[config.mk]
export PLATFORM = sky130hd
export DESIGN_NAME = phy_rx_serial_to_parallel
export DESIGN_NICKNAME = d
export VERILOG_FILES = /design/src/rtl/phy_rx_serial_to_parallel.sv
export SDC_FILE = /design/constraint.sdc
export NUM_CORES = 1
export LEC_CHECK = 0
export BUFFER_PORTS_ARGS = -buffer_cell sky130_fd_sc_hd__buf_2
export CORE_ASPECT_RATIO = 1.1
export CORE_MARGIN = 4
export CORE_UTILIZATION = 52
export CTS_BUF_LIST = sky130_fd_sc_hd__clkbuf_8
export CTS_CLUSTER_DIAMETER = 200
export DETAILED_ROUTE_END_ITERATION = 16
export PLACE_DENSITY_LB_ADDON = 0.15
export SLEW_MARGIN = 20
export SYNTH_ARGS = -nofsm -noshare
export SYNTH_HDL_FRONTEND = slang
export SYNTH_SLANG_ARGS = --single-unit
[constraint.sdc]
create_clock -name clk -period 1.91 [get_ports clk]
set_input_delay 0.4775 -clock clk [delete_from_list [all_inputs] [get_ports clk]]
set_output_delay 0.4775 -clock clk [all_outputs]
set_load 0.02 [all_outputs]
[src/rtl/phy_rx_serial_to_parallel.sv]
// Receive-side deserializer for one PHY lane: aligns on the comma symbol and emits bytes once locked.
// Defining PHY_RX_LOCK_LOSS_EN drops lock after MAX_RUN consecutive non-comma bytes in ACTIVE.
module phy_rx_serial_to_parallel #(
    parameter int               WIDTH      = 8,
    parameter logic [WIDTH-1:0] COMMA      = 8'hBC,
    parameter int               LOCK_COUNT = 4,
    parameter int               MAX_RUN    = 64
) (
    input  logic             clk,
    input  logic             reset,
    input  logic             data_in,
    output logic [WIDTH-1:0] data_out,
    output logic             valid_out,
    output logic             active
);

    localparam int CNT_W = (WIDTH > 1) ? $clog2(WIDTH) : 1;

    typedef enum logic [1:0] {
        SEARCH  = 2'd0,
        LOCKING = 2'd1,
        ACTIVE  = 2'd2
    } state_t;

    if (WIDTH < 2 || LOCK_COUNT < 1 || LOCK_COUNT > 15 || MAX_RUN < 1) begin : g_bad_param
        $error("phy_rx_serial_to_parallel: parameter out of range");
    end

    // Only WIDTH-1 bits of history are needed; the newest bit comes straight from data_in.
    logic [WIDTH-2:0] shift_reg, shift_reg_n;
    logic [CNT_W-1:0] bit_cnt, bit_cnt_n;
    logic [3:0]       comma_cnt, comma_cnt_n;
    state_t           state, state_n;
    logic [WIDTH-1:0] data_n;
    logic             valid_n, active_n;
    logic [WIDTH-1:0] cand;
    logic             boundary;

`ifdef PHY_RX_LOCK_LOSS_EN
    localparam int RUN_W = $clog2(MAX_RUN + 1);
    logic [RUN_W-1:0] run_cnt, run_cnt_n;
`endif

    always_comb begin
        cand        = {shift_reg, data_in};
        boundary    = (bit_cnt == CNT_W'(WIDTH - 1));
        shift_reg_n = cand[WIDTH-2:0];
        bit_cnt_n   = boundary ? '0 : bit_cnt + CNT_W'(1);
        comma_cnt_n = comma_cnt;
        state_n     = state;
        data_n      = data_out;
        valid_n     = valid_out;
        active_n    = active;
`ifdef PHY_RX_LOCK_LOSS_EN
        run_cnt_n   = run_cnt;
`endif

        case (state)
            SEARCH: begin
                // Any bit position may start a byte until a comma is seen.
                bit_cnt_n = '0;
                if (cand == COMMA) begin
                    comma_cnt_n = 4'd1;
                    if (LOCK_COUNT == 1) begin
                        state_n  = ACTIVE;
                        active_n = 1'b1;
                    end else begin
                        state_n = LOCKING;
                    end
                end
            end
            LOCKING: begin
                if (boundary) begin
                    if (cand == COMMA) begin
                        comma_cnt_n = comma_cnt + 4'd1;
                        if (comma_cnt_n == 4'(LOCK_COUNT)) begin
                            state_n  = ACTIVE;
                            active_n = 1'b1;
                        end
                    end else begin
                        state_n     = SEARCH;
                        comma_cnt_n = '0;
                    end
                end
            end
            ACTIVE: begin
                if (boundary) begin
                    if (cand != COMMA) begin
`ifdef PHY_RX_LOCK_LOSS_EN
                        // A run this long means the link lost alignment; drop the byte and resync.
                        if (run_cnt == RUN_W'(MAX_RUN - 1)) begin
                            state_n     = SEARCH;
                            active_n    = 1'b0;
                            valid_n     = 1'b0;
                            comma_cnt_n = '0;
                            run_cnt_n   = '0;
                        end else begin
                            run_cnt_n = run_cnt + RUN_W'(1);
                            data_n    = cand;
                            valid_n   = 1'b1;
                        end
`else
                        data_n  = cand;
                        valid_n = 1'b1;
`endif
                    end else begin
                        valid_n = 1'b0;
`ifdef PHY_RX_LOCK_LOSS_EN
                        run_cnt_n = '0;
`endif
                    end
                end
            end
            default: begin
                state_n = SEARCH;
            end
        endcase
    end

    always_ff @(posedge clk) begin
        if (reset) begin
            shift_reg <= '0;
            bit_cnt   <= '0;
            comma_cnt <= '0;
            state     <= SEARCH;
            data_out  <= '0;
            valid_out <= 1'b0;
            active    <= 1'b0;
`ifdef PHY_RX_LOCK_LOSS_EN
            run_cnt   <= '0;
`endif
        end else begin
            shift_reg <= shift_reg_n;
            bit_cnt   <= bit_cnt_n;
            comma_cnt <= comma_cnt_n;
            state     <= state_n;
            data_out  <= data_n;
            valid_out <= valid_n;
            active    <= active_n;
`ifdef PHY_RX_LOCK_LOSS_EN
            run_cnt   <= run_cnt_n;
`endif
        end
    end

endmodule

### Word-level counts from Yosys, hierarchy flattened

Cells that the tools add are included.

| storage, ports and cells | value |
|---|---|
| flip-flop bits (word level) | 26 |
| output and inout bits | 10 |
| logic and storage cells | 37 |
| input bits | 3 |

| cells by class | value |
|---|---|
| muxes and demuxes | 10 |
| bitwise gates (word level) | 1 |
| add/subtract/negate cells | 2 |
| reductions and logical operators | 8 |
| equality and inequality tests | 9 |

Operator list:

| cell | number |
|---|---|
| $mux W4 | 3 |
| $eq A8 B8 Y1 const B | 1 |
| $mux W2 | 4 |
| $ne A8 B8 Y1 const B | 1 |
| $pmux W4 S2 | 1 |
| $reduce_and A4 Y1 | 2 |
| $pmux W2 S3 | 1 |
| $reduce_and A3 Y1 | 2 |
| $add A4 B1 Y4 const B | 1 |
| $eq A4 B3 Y1 const B | 1 |
| $ne A2 B2 Y1 const B | 2 |
| $add A3 B1 Y3 const B | 1 |
| $eq A3 B3 Y1 const B | 1 |
| $ne A3 B3 Y1 const B | 1 |
| $reduce_or A3 Y1 | 1 |
| $eq A2 B1 Y1 const B | 1 |
| $eq A2 B2 Y1 const B | 1 |
| $logic_not A2 Y1 | 1 |
| $reduce_and A2 Y1 | 1 |
| $reduce_bool A2 Y1 | 1 |
| $mux W1 | 1 |
| $not A1 Y1 | 1 |

### Longest topological paths before layout

Gate-level depths: netlist (run 1).

| logic depth | value |
|---|---|
| depth in word-level cells | 6 |
| gate-level depth with buffers | 7 |
| depth with buffers taken out | 6 |

### Worst setup path after synthesis (run 1)

Ideal clock, no wire load.

| timing | value |
|---|---|
| path kind | input-to-reg |
| start point | input port data_in |
| end point | register comma_cnt[3] |
| path buffers | 1 |
| library setup time | 132 ps |
| data required time | 1778 ps |
| cell stages on the path | 5 |
| arrival | 1680 ps |
| setup slack | 98 ps |
| cells stage by stage | or4b_1 -> buf_2 -> o41a_1 -> o21ai_0 -> a21oi_1 |

| between the ends | value |
|---|---|
| word-level cells in the longest chain between the ends | 4 |
| elaborated cells on any way between the ends | 6 |
| classes of those cells | eq/ne (2); mux (3); reduce/logical (1) |

RTL lines:

| element | line | text |
|---|---|---|
| start, declared | 11 | `input logic data_in,` |
| $eq A8 B8 Y1 (*) | 62, 74 |  |
| $mux W4 | 74 | `if (cand == COMMA) begin` |
| $mux W4 | 73 | `if (boundary) begin` |
| $pmux W4 S2 | 58 | `case (state)` |
| end signal, assigned | 135 | `comma_cnt <= comma_cnt_n;` |
| end, declared | 32 | `logic [3:0] comma_cnt, comma_cnt_n;` |

Mark *: on every way between the ends. The rest lies on a longest branch, timed or not. The select of a mux whose other input is x is not followed.
A chain may end at the register's enable or synchronous reset.

### Worst setup path in the final report (run 1)

| timing | value |
|---|---|
| start point | register shift_reg[5] |
| end point | register comma_cnt[3] |

| between the ends | value |
|---|---|
| word-level cells in the longest chain between the ends | 4 |
| elaborated cells on any way between the ends | 6 |
| classes of those cells | eq/ne (2); mux (3); reduce/logical (1) |

RTL lines:

| element | line | text |
|---|---|---|
| start, declared | 30 | `logic [WIDTH-2:0] shift_reg, shift_reg_n;` |
| start signal, assigned | 133 | `shift_reg <= shift_reg_n;` |
| $eq A8 B8 Y1 (*) | 62, 74 |  |
| $mux W4 | 74 |  |
| $mux W4 | 73 |  |
| $pmux W4 S2 | 58 |  |

Marks and branches as above.

==> results of run 1 <==
[cells in the mapped netlist (all sizes together) (2+ instances only)]
cell type / count
dfxtp: 26
nor2: 15
nor2b: 8
mux2i: 7
a21oi: 4
clkbuf: 4
ha: 4
nand2: 4
a32oi: 3
nand3b: 3
nor3: 3
a211oi: 2
and2: 2
o21ai: 2
[cell type report]
type,instances,share of cell area [%]
repair buffers,19,9.30
multi-input cells,71,40.4
clock buffers,4,4.55
flip-flops and latches,26,43.0
well taps,27,2.79
[power breakdown]
| group | switching, W | internal (W) |
|---|---|---|
| Sequential | 0.00000229 | 0.000545 |
| Combinational | 0.00000922 | 0.00000500 |
| Clock | 0.000161 | 0.000184 |
[cells by family (layout without fill, tap and decap cells)]
| group | after synthesis | count (layout) | synth area share [%] |
|---|---|---|---|
| AOI/OAI and AO/OA | 17 | 17 | 13.1 |
| and+or+nand+nor | 43 | 43 | 22.7 |
| DFF | 26 | 26 | 50.5 |
| adders and majority gates | 4 | 4 | 4.86 |
| buffers and inverters | 5 | 23 | 1.94 |
| muxes | 7 | 7 | 6.80 |
[layer usage]
layer | GRT usage [%] | routed length, um | part of all wire, %
met4 | 4.48 | 26 | 1.4
met5 | 0 | 0 | 0
met2 | 27.0 | 909 | 49
met1 | 18.3 | 849 | 45
met3 | 6.81 | 86 | 4.6
[through the flow]
stage	power [W]	cell area, um2	setup slack (ps)
2_1_floorplan	0.000567	1030	98.0
3_3_place_gp	0.000574	1160	-35.6
3_5_place_dp	0.000574	1160	-71.1
4_1_cts	0.000916	1210	168
5_1_grt	0.000942	1210	75.7
6_report	0.000907	1210	153
[critical path, cell delays in order, from the launching register on]
cell,delay (ps)
dfxtp_1,330
or4b_1,620
o41a_1,400
o21ai_0,190
a21oi_1,80
[worst max-delay path by stage]
stage,start,endpoint,slack [ps],depth (start not counted)
3_3_place_gp,data_in,comma_cnt[3],-40,5
6_report,shift_reg[5],comma_cnt[3],150,4
4_1_cts,shift_reg[5],comma_cnt[3],170,4
5_1_grt,shift_reg[5],comma_cnt[3],80,5
2_1_floorplan,data_in,comma_cnt[3],100,5
3_5_place_dp,data_in,comma_cnt[1],-70,5
==> out/results.ini, run 1 <==
[setup_path]
worstSetupPathType = register to register
r2r_start = shift_reg[5]
crit_required_ps = 2050
crit_path_max_fanout = 3
r2r.worst_path.cells = 4
critPathCaptureType = register
worstReg2RegEnd = comma_cnt[3]
r2r_slack_ps = 150
cp_data_arrival_time_ps = 1900
start_kind = register

[cts]
path_clk_slew_ps = 90
clk-insertion-delay-late_ps = 270
clockBufferDepth = 2
post_cts_buffers = 0
numCtsBuffers = 3
cts_tree = yes
htreeDepth = 1
cts_num_sinks = 26
cts_root_buffer = clkbuf_8
cts_resized = 0
hold_buffers = 0

[floorplan]
io_pins = 13
die_w_um = 50.4
fp-row-count = 16
start_util_pct = 56.5
dieArea_mm2 = 0.00276
die_height_um = 54.7
core_mm2 = 0.00182

[hold_path]
hold_path_class = register to register
min_from = bit_cnt[0]
min_delay_worst_endpoint = bit_cnt[0]
worst_hold_path.num_cells = 1

[final_layout]
area_growth_pct = 17.6
multi_input_area_um2 = 489
register_area_um2 = 520
largest_reg_flops = 8
layout-drive-gt1-share_pct = 20.0
layout.nets = 128
final_core_util_pct = 66.5
fill_cells = 151
final_common_cell = dfxtp_1
antenna_cells = 0
layout.cells.non_filler = 147
mostFrequentLayoutCells = 26 x dfxtp_1, 15 x nor2_1, 12 x buf_2

[grt]
grt_pass1_vias = 729
grt.total_usage_pct = 15.8
antenna_found_initial = 0
grt_pass1_wl_um = 3250
grt_max_degree = 26
grt-ovfl-total = 0

[sta]
fin_hold_ws_ps = 439
setup_viol = 0
fin_crit_sh_pct = 92.0
tns_ps = 0
rsz0062_at_grt = no
relSlewSlack_pct = 64.4
fin_skew_ps = 3.84
fin_crit_ps = 1760
slew_violations = 0
worst_pin_slew_ps = 529
hold_viol = 0
max_freq_mhz = 569

[synthesis]
synthesis.instances = 102
async_flop_share_pct = 0
synth-edff-count = 0
synth_warnings = 0
synth.area.top_cells = dfxtp_1 51%, mux2i_1 6.8%, nor2_1 5.5%
synthDistinctLibCells = 29
yosysTopAreaCell = dfxtp_1
synthFlopType = dfxtp_1
yosys.area.top_type_share_pct = 50.5
ys_seq_elements = 26
syn_avg_cell_area_um2 = 10.1
syn_nets = 109
yosysSeqAreaShare_pct = 50.5
syn_area_mm2 = 0.00103

[detailed_routing]
firstDrtPassIters = 3
ant_nets = 0
drt_iter0_markers = 8
vias = 766
post-route-drc-count = 0
wl_um = 1870
routed_via_density = 5.21
wl_per_cell_um = 12.7

[power_and_ir_drop]
ir_worst_vdd_mv = 0.840
p_leak_nw = 0.528
p_per_area_mw_per_mm2 = 749

[placed_design]
dp.cells = 143
routabilityCongestion = 0.779
placement.io_buffers = 12
hpwlAfterDp_um = 1320

[run_status]
outcome = finished, final reports clean

[flow_run]
max-cap-violations = 0

(Power assumes the default switching activity.)
==> run 2: changes to the inputs <==
Settings changed: CORE_UTILIZATION 52 to 50.
==> run 2 against run 1 <==
Count of clock-buffer cells in the layout is 1 lower. Sequential power about the same. Clock power decreased by 13%. Die area grew 3.4%. Fmax increased by 3.1%. Utilization fell by 1.8 points.
==> out/results.ini, run 2 (synthesis gave the netlist of run 1 again) <==
[final_layout]
final_common_cell = dfxtp_1
largest_reg_flops = 8  ; unchanged
antenna_cells = 0  ; unchanged
mostFrequentLayoutCells = 26 x dfxtp_1, 15 x nor2_1, 12 x buf_2
final_core_util_pct = 64.7  ; -1.8 points
layout.nets = 129  ; +0.78%
stdcell_area_mm2 = 0.00120  ; -0.52%
layout-drive-gt1-share_pct = 20.0  ; unchanged
area_growth_pct = 17.0

[sta]
slew_violations = 0  ; unchanged
max_freq_mhz = 587  ; +3.1%
fin_skew_ps = 0.980  ; -2.86 ps
fin_crit_ps = 1700  ; -53.3 ps
worst_pin_slew_ps = 465  ; -64.1 ps
rsz0062_at_grt = no
setup_viol = 0  ; unchanged
relSlewSlack_pct = 68.7  ; +4.3 points
fin_crit_sh_pct = 89.2  ; -2.8 points
hold_viol = 0  ; unchanged

[hold_path]
hold_path_class = register to register
min_delay_worst_endpoint = bit_cnt[0]
worst_hold_path.num_cells = 1  ; unchanged
min_from = bit_cnt[0]

[setup_path]
critPathBufInv = 0  ; unchanged
critPathCaptureType = register
critical_path.top_delay_family = simple AND/OR/NAND/NOR gates
worstSetupPathType = register to register
critical_path.slowest_cell = or4b_1
r2r.worst_path.cells = 4  ; unchanged
r2r_start = shift_reg[5]
slowest_delay_ps = 620  ; about the same
cp_data_arrival_time_ps = 1870  ; -30 ps
worstReg2RegEnd = comma_cnt[1]
start_kind = register
crit_path_max_fanout = 3  ; unchanged
crit_chain = or4b_1, o41a_1, a22oi_1, nor2_1
r2r_slack_ps = 210  ; +50 ps
crit_required_ps = 2070  ; +20 ps

[grt]
grt_pass1_vias = 731  ; +0.27%
grt-ovfl-total = 0  ; unchanged
grt_max_degree = 19  ; -27%
grt.total_usage_pct = 14.5  ; -1.3 points
grt-busiest-layer = met2
use_met1_pct = 19.4  ; +1.1 points
grt_pass1_wl_um = 3300  ; +1.5%
grt.met2_usage_pct = 23.2  ; -3.8 points
grt_util_met3_pct = 3.22  ; -3.6 points
antenna_found_initial = 0  ; unchanged

[floorplan]
die_w_um = 51.3  ; +1.7%
die_height_um = 55.6  ; +1.7%
io_pins = 13  ; unchanged
dieArea_mm2 = 0.00285  ; +3.4%
core_mm2 = 0.00186  ; +2.2%
start_util_pct = 55.3  ; -1.2 points
fp-row-count = 16  ; unchanged

[cts]
cts_tree = yes
htreeDepth = 1  ; unchanged
cts_num_sinks = 26  ; unchanged
clockBufferDepth = 2  ; unchanged
cts_root_buffer = clkbuf_8
numCtsBuffers = 3  ; unchanged
path_clk_slew_ps = 80  ; about the same
post_cts_buffers = 0  ; unchanged
cts_resized = 0  ; unchanged
clk-insertion-delay-late_ps = 260  ; about the same
hold_buffers = 0  ; unchanged

[detailed_routing]
routed_via_density = 5.24  ; +0.52%
drt_iter0_markers = 9  ; +1
ant_nets = 0  ; unchanged
wl_um = 1750  ; -6.4%
firstDrtPassIters = 4  ; +1
vias = 770  ; +0.52%
post-route-drc-count = 0  ; unchanged
wl_per_cell_um = 11.9  ; -6.4%

[power_and_ir_drop]
ir_worst_vdd_mv = 0.571  ; -32%
p_per_area_mw_per_mm2 = 716  ; -4.4%
power_w = 0.000862  ; -4.9%
p_leak_nw = 0.526  ; -0.45%

[placed_design]
placement.io_buffers = 12  ; unchanged
place_area_mm2 = 0.00116  ; +0.65%
hpwlAfterDp_um = 1300  ; -1.2%
routabilityCongestion = 0.827  ; +6.1%

[run_status]
outcome = finished, final reports clean

[flow_run]
max-cap-violations = 0  ; unchanged

run 2: cell types whose count changed in the layout (fill, tap and decap cells not counted):
cell / previous run / this run
buf_4: 7 / 8
clkbuf_8: 4 / 3
run 2: final cells by class:
type | instances | area [um2]
clock buffer | 3 | 41.3
sequential | 26 | 520
timing repair buffer | 20 | 120
multi-input combinational | 71 | 489
tap | 27 | 33.8
fill | 163 | 657
run 2: per-layer routing:
metal,up-vias,part of all wire [%]
li1,401,-
met1,351,47
met2,14,48
met3,4,3.7
met4,0,1.3
met5,-,0
run 2: how the worst max path moves through the flow:
stage | cells after the start | to | start
detailed placement | 5 | comma_cnt[1] | data_in
global placement | 5 | comma_cnt[3] | data_in
global route | 5 | comma_cnt[3] | shift_reg[5]
floorplan | 5 | comma_cnt[3] | data_in
CTS | 4 | comma_cnt[1] | shift_reg[5]
finish | 4 | comma_cnt[1] | shift_reg[5]
run 2: report_power, final:
part	total (W)	internal (W)	switching, W
clock	0.000300	0.000141	0.000159
combinational	0.0000157	0.00000632	0.00000943
sequential	0.000547	0.000545	0.00000216
total	0.000862	0.000692	0.000170
run 2: per-stage QoR:
step	hold slack (ps)	setup TNS, ps	setup slack [ps]	cells
6_report	435	0	206	147
3_5_place_dp	431	-321	-51.7	144
5_1_grt	470	0	1.06	147
4_1_cts	443	0	190	147
3_3_place_gp	420	-29.3	-20.4	144
2_1_floorplan	408	0	98.0	102
